## src/rtl/pc_redirect_sequencer_pkg.sv

```systemverilog
// Shared types and defaults for the fetch-stage PC sequencer.
package pc_redirect_sequencer_pkg;

   typedef enum logic [1:0] {
      S_RUN   = 2'd0,
      S_FLUSH = 2'd1,
      S_PEND  = 2'd2,
      S_HALT  = 2'd3
   } seq_state_e;

   localparam int          PC_INC_DEF   = 2;
   localparam logic [15:0] RESET_PC_DEF = 16'h0000;

endpackage

```

## src/rtl/pc_redirect_sequencer_if.sv

```systemverilog
// Fetch-side bundle between the branch resolver and the PC sequencer.
interface pc_redirect_sequencer_if #(
   parameter int PC_WIDTH     = 16,
   parameter int OFFSET_WIDTH = 12
);
   logic                    stall;
   logic                    halt_req;
   logic                    redir_valid;
   logic                    redir_jump;
   logic                    redir_taken;
   logic [PC_WIDTH-1:0]     redir_base;
   logic [OFFSET_WIDTH-1:0] redir_offset;
   logic [PC_WIDTH-1:0]     pc;
   logic                    pc_valid;
   logic                    flush;
   logic                    halted;
`ifdef REDIR_COUNT_EN
   logic [15:0]             redir_count;
`endif

   modport master (
`ifdef REDIR_COUNT_EN
      input  redir_count,
`endif
      output stall, halt_req, redir_valid, redir_jump, redir_taken,
      output redir_base, redir_offset,
      input  pc, pc_valid, flush, halted
   );

   modport slave (
`ifdef REDIR_COUNT_EN
      output redir_count,
`endif
      input  stall, halt_req, redir_valid, redir_jump, redir_taken,
      input  redir_base, redir_offset,
      output pc, pc_valid, flush, halted
   );
endinterface

```

## src/rtl/pc_redirect_sequencer_sign_extend_shifter.sv

```systemverilog
// Sign-extends a jump (full field) or branch (low bits) offset and scales it.
// Purely combinational; no state, no backpressure.
module sign_extend_shifter #(
   parameter int OFFSET_WIDTH    = 12,
   parameter int BR_OFFSET_WIDTH = 8,
   parameter int PC_WIDTH        = 16,
   parameter int SHIFT_AMOUNT    = 1
) (
   input  logic [OFFSET_WIDTH-1:0] offset_i,
   input  logic                    jump_i,
   output logic [PC_WIDTH-1:0]     ext_o
);
   logic [PC_WIDTH-1:0] jmp_ext;
   logic [PC_WIDTH-1:0] br_ext;

   assign jmp_ext = {{(PC_WIDTH-OFFSET_WIDTH){offset_i[OFFSET_WIDTH-1]}}, offset_i};
   assign br_ext  = {{(PC_WIDTH-BR_OFFSET_WIDTH){offset_i[BR_OFFSET_WIDTH-1]}},
                     offset_i[BR_OFFSET_WIDTH-1:0]};
   assign ext_o   = (jump_i ? jmp_ext : br_ext) << SHIFT_AMOUNT;
endmodule

```

## src/rtl/pc_redirect_sequencer.sv

```systemverilog
// Fetch PC sequencer: step/redirect/stall-buffered redirect/halt; 1-cycle redirect latency, flush after.
// Optional redirect counter behind REDIR_COUNT_EN. All outputs registered.
module pc_redirect_sequencer
   import pc_redirect_sequencer_pkg::*;
#(
   parameter int                  PC_WIDTH        = 16,
   parameter int                  OFFSET_WIDTH    = 12,
   parameter int                  BR_OFFSET_WIDTH = 8,
   parameter int                  SHIFT_AMOUNT    = 1,
   parameter int                  PC_INC          = PC_INC_DEF,
   parameter logic [PC_WIDTH-1:0] RESET_PC        = PC_WIDTH'(RESET_PC_DEF)
) (
   input logic clk,
   input logic rst,
   pc_redirect_sequencer_if.slave bus
);
   seq_state_e          state_q;
   logic [PC_WIDTH-1:0] pc_q;
   logic [PC_WIDTH-1:0] pend_pc_q;
   logic                pc_valid_q;
   logic                flush_q;
   logic                halted_q;
   logic [PC_WIDTH-1:0] offset_ext;
   logic [PC_WIDTH-1:0] target;
   logic [PC_WIDTH-1:0] pc_step;
   logic                redirect;

   sign_extend_shifter #(
      .OFFSET_WIDTH    (OFFSET_WIDTH),
      .BR_OFFSET_WIDTH (BR_OFFSET_WIDTH),
      .PC_WIDTH        (PC_WIDTH),
      .SHIFT_AMOUNT    (SHIFT_AMOUNT)
   ) u_sext (
      .offset_i (bus.redir_offset),
      .jump_i   (bus.redir_jump),
      .ext_o    (offset_ext)
   );

   assign target   = bus.redir_base + offset_ext;
   assign pc_step  = pc_q + PC_WIDTH'(PC_INC);
   assign redirect = bus.redir_valid & (bus.redir_jump | bus.redir_taken);

`ifdef REDIR_COUNT_EN
   logic [15:0] count_q;
   logic [15:0] count_d;
   logic        load_tgt;

   // Counts every edge where pc is loaded from a target, saturating.
   assign load_tgt = ((state_q == S_RUN) && redirect && !bus.stall) ||
                     ((state_q == S_PEND) && !bus.stall);
   assign count_d  = (count_q == 16'hFFFF) ? count_q : count_q + 16'd1;

   always_ff @(posedge clk or posedge rst) begin
      if (rst)           count_q <= '0;
      else if (load_tgt) count_q <= count_d;
   end

   assign bus.redir_count = count_q;
`endif

   always_ff @(posedge clk or posedge rst) begin
      if (rst) begin
         state_q    <= S_RUN;
         pc_q       <= RESET_PC;
         pend_pc_q  <= '0;
         pc_valid_q <= 1'b1;
         flush_q    <= 1'b0;
         halted_q   <= 1'b0;
      end else begin
         flush_q <= 1'b0;
         case (state_q)
            S_RUN: begin
               // Redirect outranks halt: a halt in the wrong path must not stop the core.
               if (redirect && !bus.stall) begin
                  pc_q    <= target;
                  flush_q <= 1'b1;
                  state_q <= S_FLUSH;
               end else if (redirect) begin
                  pend_pc_q  <= target;
                  pc_valid_q <= 1'b0;
                  state_q    <= S_PEND;
               end else if (bus.halt_req) begin
                  pc_valid_q <= 1'b0;
                  halted_q   <= 1'b1;
                  state_q    <= S_HALT;
               end else if (!bus.stall) begin
                  pc_q <= pc_step;
               end
            end
            S_FLUSH: begin
               if (!bus.stall) pc_q <= pc_step;
               state_q <= S_RUN;
            end
            S_PEND: begin
               if (!bus.stall) begin
                  pc_q       <= pend_pc_q;
                  pc_valid_q <= 1'b1;
                  flush_q    <= 1'b1;
                  state_q    <= S_FLUSH;
               end
            end
            default: ;
         endcase
      end
   end

   assign bus.pc       = pc_q;
   assign bus.pc_valid = pc_valid_q;
   assign bus.flush    = flush_q;
   assign bus.halted   = halted_q;
endmodule
```

## src/flat_wrapper.sv

```systemverilog
// flat-port wrapper written by rule: the top's interface ports become plain ports
module pc_redirect_sequencer_flat import pc_redirect_sequencer_pkg::*;
#(
   parameter int                  PC_WIDTH        = 16,
   parameter int                  OFFSET_WIDTH    = 12,
   parameter int                  BR_OFFSET_WIDTH = 8,
   parameter int                  SHIFT_AMOUNT    = 1,
   parameter int                  PC_INC          = PC_INC_DEF,
   parameter logic [PC_WIDTH-1:0] RESET_PC        = PC_WIDTH'(RESET_PC_DEF)
)
  (clk, rst, bus_stall, bus_halt_req, bus_redir_valid, bus_redir_jump, bus_redir_taken, bus_redir_base, bus_redir_offset, bus_pc, bus_pc_valid, bus_flush, bus_halted);
  pc_redirect_sequencer_if #(.PC_WIDTH(PC_WIDTH), .OFFSET_WIDTH(OFFSET_WIDTH)) bus_i ();
  input logic clk;
  input logic rst;
  input wire logic [$bits(bus_i.stall)-1:0] bus_stall;
  input wire logic [$bits(bus_i.halt_req)-1:0] bus_halt_req;
  input wire logic [$bits(bus_i.redir_valid)-1:0] bus_redir_valid;
  input wire logic [$bits(bus_i.redir_jump)-1:0] bus_redir_jump;
  input wire logic [$bits(bus_i.redir_taken)-1:0] bus_redir_taken;
  input wire logic [$bits(bus_i.redir_base)-1:0] bus_redir_base;
  input wire logic [$bits(bus_i.redir_offset)-1:0] bus_redir_offset;
  output wire logic [$bits(bus_i.pc)-1:0] bus_pc;
  output wire logic [$bits(bus_i.pc_valid)-1:0] bus_pc_valid;
  output wire logic [$bits(bus_i.flush)-1:0] bus_flush;
  output wire logic [$bits(bus_i.halted)-1:0] bus_halted;
  assign bus_i.stall = bus_stall;
  assign bus_i.halt_req = bus_halt_req;
  assign bus_i.redir_valid = bus_redir_valid;
  assign bus_i.redir_jump = bus_redir_jump;
  assign bus_i.redir_taken = bus_redir_taken;
  assign bus_i.redir_base = bus_redir_base;
  assign bus_i.redir_offset = bus_redir_offset;
  assign bus_pc = bus_i.pc;
  assign bus_pc_valid = bus_i.pc_valid;
  assign bus_flush = bus_i.flush;
  assign bus_halted = bus_i.halted;
  pc_redirect_sequencer #(.PC_WIDTH(PC_WIDTH), .OFFSET_WIDTH(OFFSET_WIDTH), .BR_OFFSET_WIDTH(BR_OFFSET_WIDTH), .SHIFT_AMOUNT(SHIFT_AMOUNT), .PC_INC(PC_INC), .RESET_PC(RESET_PC)) u_core (.clk(clk), .rst(rst), .bus(bus_i));
endmodule
```

## config.mk

```make
export PLATFORM = sky130hd
export DESIGN_NAME = pc_redirect_sequencer_flat
export DESIGN_NICKNAME = d
export VERILOG_FILES = /design/src/rtl/pc_redirect_sequencer_pkg.sv /design/src/rtl/pc_redirect_sequencer_if.sv /design/src/rtl/pc_redirect_sequencer_sign_extend_shifter.sv /design/src/rtl/pc_redirect_sequencer.sv /design/src/flat_wrapper.sv
export SDC_FILE = /design/constraint.sdc
export NUM_CORES = 1
export LEC_CHECK = 0
export BUFFER_PORTS_ARGS = -buffer_cell sky130_fd_sc_hd__buf_2
export CAP_MARGIN = 20
export CORE_UTILIZATION = 44
export CTS_CLUSTER_DIAMETER = 200
export DETAILED_ROUTE_END_ITERATION = 16
export GPL_TIMING_DRIVEN = 1
export PLACE_DENSITY = 0.66
export SYNTH_ARGS = -nofsm -noshare
export SYNTH_HDL_FRONTEND = slang
export SYNTH_SLANG_ARGS = --single-unit
```

## constraint.sdc

```tcl
create_clock -name clk -period 2.6 [get_ports clk]
set_input_delay 0.39 -clock clk [delete_from_list [all_inputs] [get_ports clk]]
set_output_delay 0.39 -clock clk [all_outputs]
set_load 0.05 [all_outputs]
```

=== Word level (Yosys, flattened, before mapping) ===
Cells that the tools add are included.

* Bits in registers: 37
* Input port bits: 35
* Output and inout port bits: 19
* Logic and storage cells: 50

* Add/subtract/negate cells: 2
* Eq/ne operators: 8
* Multiplexer cells: 20
* Bitwise operators: 4
* Reductions and logical operators: 10

{| class="wikitable"
|+ Operators by type and width
! operator !! number
|-
| $mux 16 || 5
|-
| $pmux 16 s3 || 1
|-
| $add 16x16->16 || 1
|-
| $add 16x2->16 const B || 1
|-
| $mux 15 || 1
|-
| $reduce_and 4->1 || 3
|-
| $mux 2 || 4
|-
| $mux 1 || 6
|-
| $ne 3x2->1 const B || 2
|-
| $pmux 2 s3 || 1
|-
| $reduce_and 3->1 || 2
|-
| $ne 2x2->1 const B || 2
|-
| $ne 4x2->1 const B || 1
|-
| $pmux 1 s2 || 2
|-
| $ne 3x3->1 const B || 1
|-
| $reduce_bool 3->1 || 1
|-
| $eq 2x1->1 const B || 1
|-
| $eq 2x2->1 const B || 1
|-
| $logic_not 2->1 || 1
|-
| $not 1->1 || 2
|-
| $reduce_bool 2->1 || 1
|-
| $and 1x1->1 || 1
|-
| $logic_and 1x1->1 || 1
|-
| $logic_not 1->1 || 1
|-
| $or 1x1->1 || 1
|}

=== Longest topological paths before layout ===
Gate-level depths: netlist of the first run.

* Depth after elaboration: 6
* Gate-level depth with buffers: 10

=== Cells and area by module ===
Synthesis of the first run repeated with hierarchy kept, for this count alone.

* Cells, all modules: 338
* Area, all modules: 2,906.5 um2

{| class="wikitable"
|+ Modules (own cells, without submodules)
! module !! times used !! cells an instance !! area each (um2) !! sequential area each (um2)
|-
| pc_redirect_sequencer || 1 || 321 || 2,767.7 || 927.1
|-
| sign_extend_shifter || 1 || 17 || 138.9 || 0.0
|}

=== Worst setup path after synthesis of the first run ===
Ideal clock, no wire load.

* Kind: input -> register
* Start point: input bus_redir_offset[0]
* End point: register u_core.pc_q[9], in the netlist u_core.bus.pc[9]
* Setup time: 141 ps
* Arrival time: 2,154 ps
* Path slack: 305 ps
* Stages on the path: 8
* Cell sequence: ha_1 > fa_1 > a211oi_1 > o21bai_1 > a2111oi_0 > nor3_1 > xnor2_1 > o221ai_1

* Word-level cells in the longest chain between the ends: 4

{| class="wikitable"
|+ Ends and longest elaborated chain
! what !! line !! RTL
|-
| start: declaration || flat_wrapper.sv:21 || <nowiki>input wire logic [$bits(bus_i.redir_offset)-1:0] bus_redir_offset;</nowiki>
|-
| $mux 15 || pc_redirect_sequencer_sign_extend_shifter.sv:19 || <nowiki>assign ext_o = (jump_i ? jmp_ext : br_ext) << SHIFT_AMOUNT;</nowiki>
|-
| $add 16x16->16 || pc_redirect_sequencer.sv:39 || <nowiki>assign target = bus.redir_base + offset_ext;</nowiki>
|-
| $mux 16 || pc_redirect_sequencer.sv:74 || <nowiki>if (redirect && !bus.stall) begin</nowiki>
|-
| $pmux 16 s3 || pc_redirect_sequencer.sv:71 || <nowiki>case (state_q)</nowiki>
|-
| end signal: assignment || pc_redirect_sequencer.sv:75 || <nowiki>pc_q <= target;</nowiki>
|-
| end signal: assignment || pc_redirect_sequencer.sv:87 || <nowiki>pc_q <= pc_step;</nowiki>
|-
| end signal: assignment || pc_redirect_sequencer.sv:91 || <nowiki>if (!bus.stall) pc_q <= pc_step;</nowiki>
|-
| end: declaration || pc_redirect_sequencer.sv:18 || <nowiki>logic [PC_WIDTH-1:0] pc_q;</nowiki>
|}

No other way between the ends.
A chain may end at the register's enable or synchronous reset.

=== Worst setup path in the final report of the first run ===
* Start point: input bus_redir_offset[4]
* End point: register u_core.pc_q[12], in the netlist u_core.bus.pc[12]

Same word-level chain as after synthesis.

==> results.md, run 1 <==
* Status: complete, no violations
* Syn Area/Cell at 8.65 sq um
* CP max FO at 4
* DRT Wirelength at 6980 um
* Crit start category: input pin
* Post-synthesis sequential area ratio at 34.0%
* Pin count of the biggest net entering global routing at 38
* Fin. Hold Viols at 0
* M3 GR Usage at 3.30%
* H-tree levels at 2
* Share of cells above drive strength 1 at 24.4%
* Largest delay contributor family on the critical path: compound AO/OA/AOI/OAI gates
* GRT Max-Usage Layer: met2
* Rel. slew slack at 62.9%
* Post-Synthesis Cell Area at 2720 sq um
* Worst path bufs/invs at 1
* Final min period at 2300 ps
* GRT overflow at 0
* DRC Markers at 0
* Synth Area in XOR/XNOR at 5.14%
* Adder-cell share of the synthesized area at 9.46%
* Post-DP HPWL at 5340 um
* Met1 usage at 30.6%
* Vias in the first global route at 2,556
* Required @ worst endpoint at 2780 ps
* Arrival @ worst endpoint at 2480 ps
* RSZ-0062 raised after global routing: false
* CTS tree: built
* Post-synthesis compound-gate area fraction at 26.4%
* Slowest cell on the critical path: a221oi_1
* Asr flop ratio synth at 100%
* Final worst slack at 302 ps
* Worst hold-check slack at 186 ps
* Critical path type: in2reg
* Row count at 28
* Synth Net Count at 370
* Flops & latches, synth at 37
* Leakage power at 1.55 nW
* First-pass GRT wire length at 11,900 um
* Synth Flop Type: dfrtp_1
* CTS clk-pin slew, worst paths at 80 ps
* Worst R2R Start: u_core.state_q[0]$_DFFE_PP0P_
* Initial antenna violation count at 0
* Clock buffer count from CTS at 5
* Via density at 5.70
* Peak Freq at 435 MHz
* Library cells used by synthesis at 55
* Chip width at 80.7 um
* DRT antenna net count at 0
* Die H at 80.7 um
* CTS sink cnt at 37
* First DRT Iteration DRCs at 183
* M2 GR Usage at 40.9%
* Pre-CTS setup slack at -27.4 ps
* Initial Util at 45.7%
* CP endpoint kind: flip-flop
* Yosys warnings at 0
* Combinational family with the most area after synthesis: compound AO/OA/AOI/OAI gates
* Post-synthesis cell count at 315
* Core area at 5960 sq um
* 1st-pass router iterations at 4
* Crit path from: bus_redir_offset[4]
* Diode count at 0
* Post-synthesis mux area share at 2.85%
* Post-synthesis simple-gate area fraction at 18.7%
* Slew Limit Fails at 0
* Buffers on Ports at 53
* Root buf cell: clkbuf_8
* Max incr delay on CP at 440 ps
* Post-synth EDFFs at 0
* Fin nets at 439
* Final setup violation count at 0
* Post-cts resize count at 0
* Worst-Skew Late Latency at 300 ps
* Detailed-route via count at 2,624
* Global-route usage over all layers at 23.9%
* Hold_buf cts at 0
* Max VDD drop at 0.605 mV
* Final Skew at 5.83 ps
* Power per cell area at 1060 nW/um^2
* Die area at 6510 sq um
* Setup repair bufs after CTS at 0
* CP Cell Sequence: buf_2 -> ha_1 -> and2_1 -> a221oi_1 -> a21boi_0 -> o41ai_2 -> mux2i_1 -> a21oi_1
* Max-Cap Viols at 0
* HP Class: in2async
* Io pins at 54
* Area Overhead vs Synth at 20.5%
* Worst Tran Pin Value at 556 ps
* Crit share post-route at 88.4%
* WL/cell at 15.2 um
* Maximum root-to-sink buffer count at 2
* Final Wtd Congestion at 0.871
-- state kept, by name, summed over array words and instances, names as in the netlist --
register,count
u_core.state_q,2
u_core.bus.flush,1
u_core.pend_pc_q,16
u_core.bus.halted,1
u_core.bus.pc_valid,1
u_core.bus.pc,16
-- final cells by class --
type / instances / area (sq um)
flip-flops and latches: 37 / 927
well taps: 75 / 93.8
clock inverters: 3 / 17.5
repair buffers: 75 / 430
multi-input cells: 254 / 1700
fillers: 576 / 2670
inverters: 11 / 41.3
clock buffers: 5 / 68.8
-- per-layer routing --
layer	vias to the layer above	routed length (um)
met4	0	100
met2	71	3380
met1	1226	3160
met3	9	336
li1	1318	-
met5	-	0
-- layout by cell type, fill, tap and decap left out, types with 11 or more instances in the layout --
| cell | n |
|---|---|
| inv_1 | 11 |
| nor3_1 | 12 |
| nand2_1 | 37 |
| o21ai_0 | 26 |
| nor2_1 | 24 |
| buf_4 | 22 |
| buf_2 | 53 |
| ha_1 | 19 |
| dfrtp_1 | 36 |
| a21oi_1 | 18 |
-- report_power, final --
part | total, mW | switching (mW) | internal [mW]
clock | 0.406 | 0.221 | 0.185
sequential | 1.04 | 0.205 | 0.834
combinational | 2.05 | 1.30 | 0.753
total | 3.49 | 1.72 | 1.77
-- through the flow --
step                      setup TNS (ps)  power, mW  instances  area, sq um  util, %
final                                  0       3.49        460         3280     55.1
after global routing                   0       3.78        460         3280     55.1
after CTS                              0       3.50        460         3280     55.1
after detailed placement           -31.7       3.09        452         3200     53.7
after global placement                 0       3.05        452         3200     53.7
after floorplan                        0       2.50        315         2720        -
-- tightest hold or removal path, stage by stage --
cell	delay, ps
buf_2	90
inv_1	40
buf_4	410
-- cells by family (layout without fill, tap and decap cells) --
| group | count (synthesis) | count (layout) |
|---|---|---|
| simple gates | 107 | 107 |
| buf+inv | 24 | 94 |
| xor+xnor | 16 | 16 |
| compound gates | 104 | 104 |
| fa+ha+maj | 20 | 20 |
| mux | 7 | 7 |
| flops | 37 | 37 |
-- Yosys cell counts (all sizes together) (4+ instances only) --
library cell,count,share of area (%)
clkbuf,10,1.4
nand3,4,0.73
a21oi,18,3.3
a31oi,4,0.92
nand2,37,5.1
a22oi,4,1.1
mux2,6,2.5
o21ai,26,4.8
nand4,7,1.6
ha,19,8.7
dfrtp,36,33
nor2,24,3.3
inv,11,1.5
nor3,12,2.2
a211oi,4,1.1
xor2,9,2.9
and2,6,1.4
xnor2,7,2.3
a21o,10,2.8
a221oi,9,3.1
-- path summary, 6_finish.rpt --
| check | end | slack (ps) | cells after the start |
|---|---|---|---|
| worst max-delay path | u_core.bus.pc[12]$_DFFE_PP0P_ | 300 | 8 |
| worst min-delay path | u_core.bus.pc[0]$_DFFE_PP0P_ | 190 | 3 |
| worst max register to register | u_core.bus.pc[7]$_DFFE_PP0P_ | 320 | 8 |
| worst min register to register | u_core.bus.halted$_DFFE_PP0P_ | 450 | 1 |
| max in group asynchronous | u_core.bus.pc_valid$_DFFE_PP1P_ | 2060 | 3 |
| min in group clk | u_core.pend_pc_q[0]$_DFFE_PP0P_ | 350 | 2 |
Power figures use the tool's default switching activity.
==> run 2, diff against run 1 <==
- PLACE_DENSITY: 0.66 -> 0.69
- clock period: 2.6 -> 1.9 ns (I/O delays scaled with it)
==> run 2 against run 1 <==
Effect of this change: the run now ends with negative setup slack left; utilization up 12 points; via count up 11%; critical path depth down 1; highest routed layer unchanged.
==> results.md, run 2 (same netlist as run 1, synthesis figures left out) <==
* Status: finished, violations left (was complete, no violations)
* Failing checks: negative setup slack
* Worst Tran Pin Value at 476 ps (was 556 ps)
* Pin count of the biggest net entering global routing at 38 (unchanged)
* RSZ-0062 raised after global routing: true (was false)
* M2 GR Usage at 48.0% (was 40.9%)
* Final min period at 1940 ps
* Slew Limit Fails at 0 (unchanged)
* Max VDD drop at 0.782 mV (was 0.605 mV)
* Area of the multi-input gates at 1930 sq um (was 1700 sq um)
* Max-Cap Viols at 0 (unchanged)
* CTS sink cnt at 37 (unchanged)
* 1st-pass router iterations at 6 (was 4)
* Critical path type: reg2reg (was in2reg)
* Sequential cell area at 936 sq um (was 927 sq um)
* Leakage power at 1.87 nW (was 1.55 nW)
* Fin. Hold Viols at 0 (unchanged)
* Final Skew at 11.0 ps (was 5.83 ps)
* Post-placement cell area at 3750 sq um (was 3200 sq um)
* GRT overflow at 0 (unchanged)
* First DRT Iteration DRCs at 189 (was 183)
* Final worst slack at -40.2 ps (was 302 ps)
* Worst-Skew Late Latency at 300 ps (about the same)
* CP endpoint kind: flip-flop (unchanged)
* Row count at 28 (unchanged)
* HP Class: in2async (unchanged)
* Root buf cell: clkbuf_8 (unchanged)
* FF-to-FF setup slack at -40 ps (was 320 ps)
* Post-DP HPWL at 6020 um (was 5340 um)
* Reg-to-Reg End: u_core.bus.pc[1]$_DFFE_PP0P_ (was u_core.bus.pc[7]$_DFFE_PP0P_)
* Initial antenna violation count at 0 (unchanged)
* Arrival @ worst endpoint at 2130 ps (was 2480 ps)
* Maximum root-to-sink buffer count at 2 (unchanged)
* Clock buffer count from CTS at 5 (unchanged)
* Final Wtd Congestion at 0.884 (was 0.871)
* Diode count at 0 (unchanged)
* Global-route usage over all layers at 26.7% (was 23.9%)
* Area Overhead vs Synth at 45.7% (was 20.5%)
* Die H at 80.7 um (unchanged)
* Crit start category: flip-flop (was input pin)
* Worst R2R Start: u_core.state_q[1]$_DFFE_PP0P_ (was u_core.state_q[0]$_DFFE_PP0P_)
* Commonest non-fill, non-tap cell in the layout: buf_4 (was buf_2)
* Most frequent cells in the layout: buf_4, buf_2, nand2_1 (was buf_2, nand2_1, dfrtp_1)
* Rel. slew slack at 68.3% (was 62.9%)
* CP max FO at 5 (was 4)
* First-pass GRT wire length at 13,200 um (was 11,900 um)
* Met1 usage at 31.8% (was 30.6%)
* CTS clk-pin slew, worst paths at 80 ps (about the same)
* Detailed-route via count at 2,920 (was 2,624)
* GRT Max-Usage Layer: met2 (unchanged)
* Setup TNS at -183 ps (was 0 ps)
* Die area at 6510 sq um (unchanged)
* Post-route design area at 3970 sq um (was 3280 sq um)
* Final setup violation count at 9 (was 0)
* M3 GR Usage at 3.41% (was 3.30%)
* Power per cell area at 1450 nW/um^2 (was 1060 nW/um^2)
* DRT antenna net count at 0 (unchanged)
* Overall power at 5.74 mW (was 3.49 mW)
* DRT Wirelength at 8010 um (was 6980 um)
* Initial Util at 45.7% (unchanged)
* Layout fillers at 518 (was 576)
* Crit share post-route at 102%
* Fin nets at 492 (was 439)
* H-tree levels at 2 (unchanged)
* Fin cells at 513 (was 460)
* Worst hold-check slack at 77.7 ps (was 186 ps)
* Io pins at 54 (unchanged)
* DRC Markers at 0 (unchanged)
* WL/cell at 15.6 um (was 15.2 um)
* R2R cell count at 7 (was 8)
* Buffers on Ports at 53 (unchanged)
* Core area at 5960 sq um (unchanged)
* Peak Freq at 515 MHz
* Chip width at 80.7 um (unchanged)
* Placed cells at 503 (was 452)
* Share of cells above drive strength 1 at 42.9% (was 24.4%)
* Via density at 5.69 (was 5.70)
* Required @ worst endpoint at 2090 ps (was 2780 ps)
* Vias in the first global route at 2,858 (was 2,556)
* CTS tree: built (unchanged)
run 2: changes by cell type in the layout (fill, tap and decap cells not counted), moves of 6 or more:
cell and delta:
buf_4 +51, o21ai_0 -8, o21ai_1 +8, dfrtp_1 -7, dfrtp_2 +7, ha_1 -7
ha_4 +6
run 2: critical path, cell delays in order, from the launching register on:
cell and delay [ps]:
dfrtp_1 400, inv_2 70, ha_4 170, a21o_1 180, a221oi_2 480, buf_4 230
o21ai_0 110, a22o_1 200
run 2: report_power, final:
group / switching, mW / total [mW] / internal (mW) / leakage [nW]
sequential: 0.259 / 1.41 / 1.15 / 0.449
clock: 0.311 / 0.704 / 0.394 / 0.0585
combinational: 2.05 / 3.62 / 1.58 / 1.36
total: 2.62 / 5.74 / 3.12 / 1.87
run 2: timing repair:
action	in CTS	in global routing
setup endpoints to repair	16	20
pin swaps	10	7
buffers inserted	1	1
hold buffers	0	0
resized for setup	19	8
run 2: metal layers:
layer  up-vias  part of all wire (%)  wire [um]
met5         -                     0          0
met4         0                   2.1        170
met3        11                   4.2        340
met2        96                    50       4040
met1      1382                    43       3460
li1       1431                     -          -
run 2: how the worst max path moves through the flow:
stage	startpoint	to	slack, ps	cells past startpoint
after floorplan	bus_redir_offset[0]	u_core.bus.pc[13]$_DFFE_PP0P_	-140	8
after global placement	bus_redir_offset[0]	u_core.bus.pc[13]$_DFFE_PP0P_	-350	9
after detailed placement	bus_redir_offset[0]	u_core.bus.pc[13]$_DFFE_PP0P_	-380	9
after CTS	u_core.state_q[0]$_DFFE_PP0P_	u_core.bus.pc[13]$_DFFE_PP0P_	-30	7
after global routing	u_core.state_q[1]$_DFFE_PP0P_	u_core.bus.pc[13]$_DFFE_PP0P_	-140	7
final	u_core.state_q[1]$_DFFE_PP0P_	u_core.bus.pc[1]$_DFFE_PP0P_	-40	7
run 2: layout make-up:
class                      count  share of cell area (%)
inverter                      11                    1.04
sequential                    37                    23.6
clock buffer                   5                    1.73
timing repair buffer         128                    21.6
tap                           75                    2.37
clock inverter                 3                    1.10
multi-input combinational    254                    48.6
run 2: metrics by stage:
stage	setup WS, ps	utilization, %
after floorplan	-136	-
after global placement	-351	63.0
after detailed placement	-380	63.0
after CTS	-32.0	66.1
after global routing	-136	66.6
final	-40.2	66.6
==> run 3, diff against run 2 <==
- ABC_AREA: unset -> 1
- PLACE_DENSITY: 0.69 -> 0.68
- SKIP_LAST_GASP: unset -> 1
==> run 3 against run 2 <==
Effect of this change: the flow finishes with violations (design-rule violations); hold slack better by 3.4 ps; worst setup slack better by 100 ps; power down 5.8%; critical endpoint is now u_core.bus.pc[2]$_DFFE_PP0P_; final area down 6.4%; highest routed layer unchanged.
==> results.md, run 3 <==
* Library cells used by synthesis at 45 (was 55)
* Row count at 30 (was 28)
* Worst Tran Pin Value at 475 ps (was 476 ps)
* Critical path type: reg2reg (unchanged)
* Crit start category: flip-flop (unchanged)
* Share of cells above drive strength 1 at 20.0% (was 42.9%)
* CP max FO at 8 (was 5)
* Most frequent cells in the layout: nand2_1, inv_1, buf_2 (was buf_4, buf_2, nand2_1)
* Die H at 85.7 um (was 80.7 um)
* Rel. slew slack at 68.4% (was 68.3%)
* Post-DP HPWL at 5920 um (was 6020 um)
* Top-count cell post-synth: nand2_1 (unchanged)
* Via density at 4.98 (was 5.69)
* Post-synth EDFFs at 0 (unchanged)
* Root buf cell: clkbuf_8 (unchanged)
* Status: finished, violations left (unchanged)
* Setup TNS at 0 ps (was -183 ps)
* Vias in the first global route at 2,883 (was 2,858)
* Final min period at 1840 ps (was 1940 ps)
* Post-synthesis cell count at 461 (was 315)
* Fin nets at 589 (was 492)
* Fin. Hold Viols at 0 (unchanged)
* Leakage power at 2.02 nW (was 1.87 nW)
* RSZ-0062 raised after global routing: true (unchanged)
* First-pass GRT wire length at 13,000 um (was 13,200 um)
* DRT Wirelength at 7700 um (was 8010 um)
* Maximum root-to-sink buffer count at 2 (unchanged)
* Share of the synthesized area in the top cell type at 29.2% (was 33.1%)
* H-tree levels at 2 (unchanged)
* CP endpoint kind: flip-flop (unchanged)
* Final setup violation count at 0 (was 9)
* Post-placement cell area at 3540 sq um (was 3750 sq um)
* Syn Area/Cell at 6.68 sq um (was 8.65 sq um)
* Io pins at 54 (unchanged)
* Diode count at 0 (unchanged)
* First DRT Iteration DRCs at 153 (was 189)
* HP Class: in2async (unchanged)
* Hold_buf cts at 0 (unchanged)
* Failing checks: design-rule violations (was negative setup slack)
* Final Skew at 7.37 ps (was 11.0 ps)
* Post-Synthesis Cell Area at 3080 sq um (was 2720 sq um)
* Final Wtd Congestion at 0.924 (was 0.884)
* Asr flop ratio synth at 100% (unchanged)
* Ranking of synthesized cells by area: dfrtp_1, nand2_1, ha_1, nand3_1, inv_1 (was dfrtp_1, ha_1, nand2_1, o21ai_0, a21oi_1)
* Flops & latches, synth at 37 (unchanged)
* Slew Limit Fails at 0 (unchanged)
* CTS sink cnt at 37 (unchanged)
* Synth Flop Type: dfrtp_1 (unchanged)
* Worst-Skew Late Latency at 290 ps (was 300 ps)
* Global-route usage over all layers at 22.3% (was 26.7%)
* Power per cell area at 1450 nW/um^2 (about the same)
* Max VDD drop at 0.477 mV (was 0.782 mV)
* Synth Net Count at 516 (was 370)
* Commonest non-fill, non-tap cell in the layout: nand2_1 (was buf_4)
* Die area at 7340 sq um (was 6510 sq um)
* Crit share post-route at 96.8% (was 102%)
* Max-Cap Viols at 0 (unchanged)
* Detailed-route via count at 3,141 (was 2,920)
* Initial antenna violation count at 0 (unchanged)
* Required @ worst endpoint at 2070 ps (was 2090 ps)
* Buffers on Ports at 53 (unchanged)
* Post-route design area at 3710 sq um (was 3970 sq um)
* WL/cell at 12.2 um (was 15.6 um)
* Area Overhead vs Synth at 20.6% (was 45.7%)
* Synth area leader: dfrtp_1 (unchanged)
* DRC Markers at 1 (was 0)
* Pre-CTS setup slack at -41.1 ps (was -380 ps)
* Pin count of the biggest net entering global routing at 38 (unchanged)
* Post-synthesis sequential area ratio at 30.1% (was 34.0%)
* Peak Freq at 544 MHz (was 515 MHz)
* Arrival @ worst endpoint at 2010 ps (was 2130 ps)
* Initial Util at 45.3% (was 45.7%)
* CTS clk-pin slew, worst paths at 70 ps (was 80 ps)
* DRT antenna net count at 0 (unchanged)
* Top cells by count, synth: nand2_1, inv_1, nand3_1 (was nand2_1, dfrtp_1, o21ai_0)
* Chip width at 85.7 um (was 80.7 um)
* CTS tree: built (unchanged)
* Final worst slack at 61.4 ps (was -40.2 ps)
* 1st-pass router iterations at 10 (was 6)
* Core area at 6790 sq um (was 5960 sq um)
* GRT overflow at 0 (unchanged)
* Yosys warnings at 0 (unchanged)
* Clock buffer count from CTS at 5 (unchanged)
run 3: cell count changes in the layout (fill, tap and decap cells not counted), sizes merged, moves of 4 or more:
cell / previous run / this run
a21oi: 18 / 25
nor2: 24 / 32
and2: 6 / 1
mux2: 6 / 0
a21o: 10 / 2
xnor2: 7 / 1
nand2: 37 / 175
nand4: 7 / 3
a221oi: 9 / 0
inv: 12 / 55
nand3b: 1 / 5
buf: 128 / 73
nand3: 4 / 43
nor3: 12 / 3
run 3: path summary, 6_finish.rpt:
kind / startpoint / slack, ps / endpoint / depth (start not counted)
setup / recovery: u_core.state_q[0]$_DFFE_PP0P_ / 60 / u_core.bus.pc[2]$_DFFE_PP0P_ / 9
hold / removal: rst / 80 / u_core.bus.flush$_DFF_PP0_ / 3
setup reg to reg: u_core.state_q[0]$_DFFE_PP0P_ / 60 / u_core.bus.pc[2]$_DFFE_PP0P_ / 9
hold reg to reg: u_core.bus.halted$_DFFE_PP0P_ / 470 / u_core.bus.halted$_DFFE_PP0P_ / 1
max in group asynchronous: rst / 1480 / u_core.bus.pc[7]$_DFFE_PP0P_ / 3
min in group clk: bus_redir_base[0] / 270 / u_core.pend_pc_q[0]$_DFFE_PP0P_ / 3
run 3: logic make-up after synthesis:
group                      Yosys count  share of synthesized area, %
and+or+nand+nor                    263                          37.2
AOI/OAI and AO/OA                   68                          12.9
buffers and inverters               66                          9.50
DFF                                 37                          30.1
adders and majority gates           20                          8.37
xor gates and xnor gates             7                          1.99
run 3: worst max-delay path, cell delays in order, from the launching register on:
cell and delay, ps:
dfrtp_1 380, inv_1 90, ha_1 220, buf_4 150, nand2_2 140, clkinvlp_4 230, nand2_1 110, o21ai_0 140
a31oi_1 160, o21ai_0 90
run 3: cell type report:
type / instances / area [sq um]
Tap cell: 96 / 120
Clock inverter: 1 / 30.0
Timing Repair Buffer: 73 / 428
Clock buffer: 7 / 86.3
Multi-Input combinational cell: 359 / 1880
Inverter: 57 / 233
Fill cell: 685 / 3080
Timing Repair inverter: 1 / 7.51
Sequential cell: 37 / 927
run 3: what timing repair did:
item	4_1_cts	5_1_grt
setup buffers	0	3
gates resized for setup	0	7
endpoints found under the setup margin	0	12
run 3: report_power, final:
part | switching [mW] | internal [mW] | total (mW)
combinational | 2.18 | 1.10 | 3.28
clock | 0.284 | 0.428 | 0.712
sequential | 0.262 | 1.15 | 1.41
total | 2.72 | 2.68 | 5.40
run 3: metrics by stage:
stage	total power [mW]	cells	hold slack, ps	util (%)
after floorplan	3.79	461	443	-
after CTS	5.22	626	107	53.8
after global placement	4.46	618	421	52.1
final	5.40	631	81.1	54.7
after global routing	5.87	631	161	54.7
after detailed placement	4.49	618	427	52.1
run 3: per-layer routing:
layer	track usage (%)	share of wire [%]	vias to the layer above
li1	-	-	1633
met1	30.3	49	1414
met2	36.6	45	85
met3	2.69	4.3	9
met4	8.33	1.7	0
met5	0	0	-
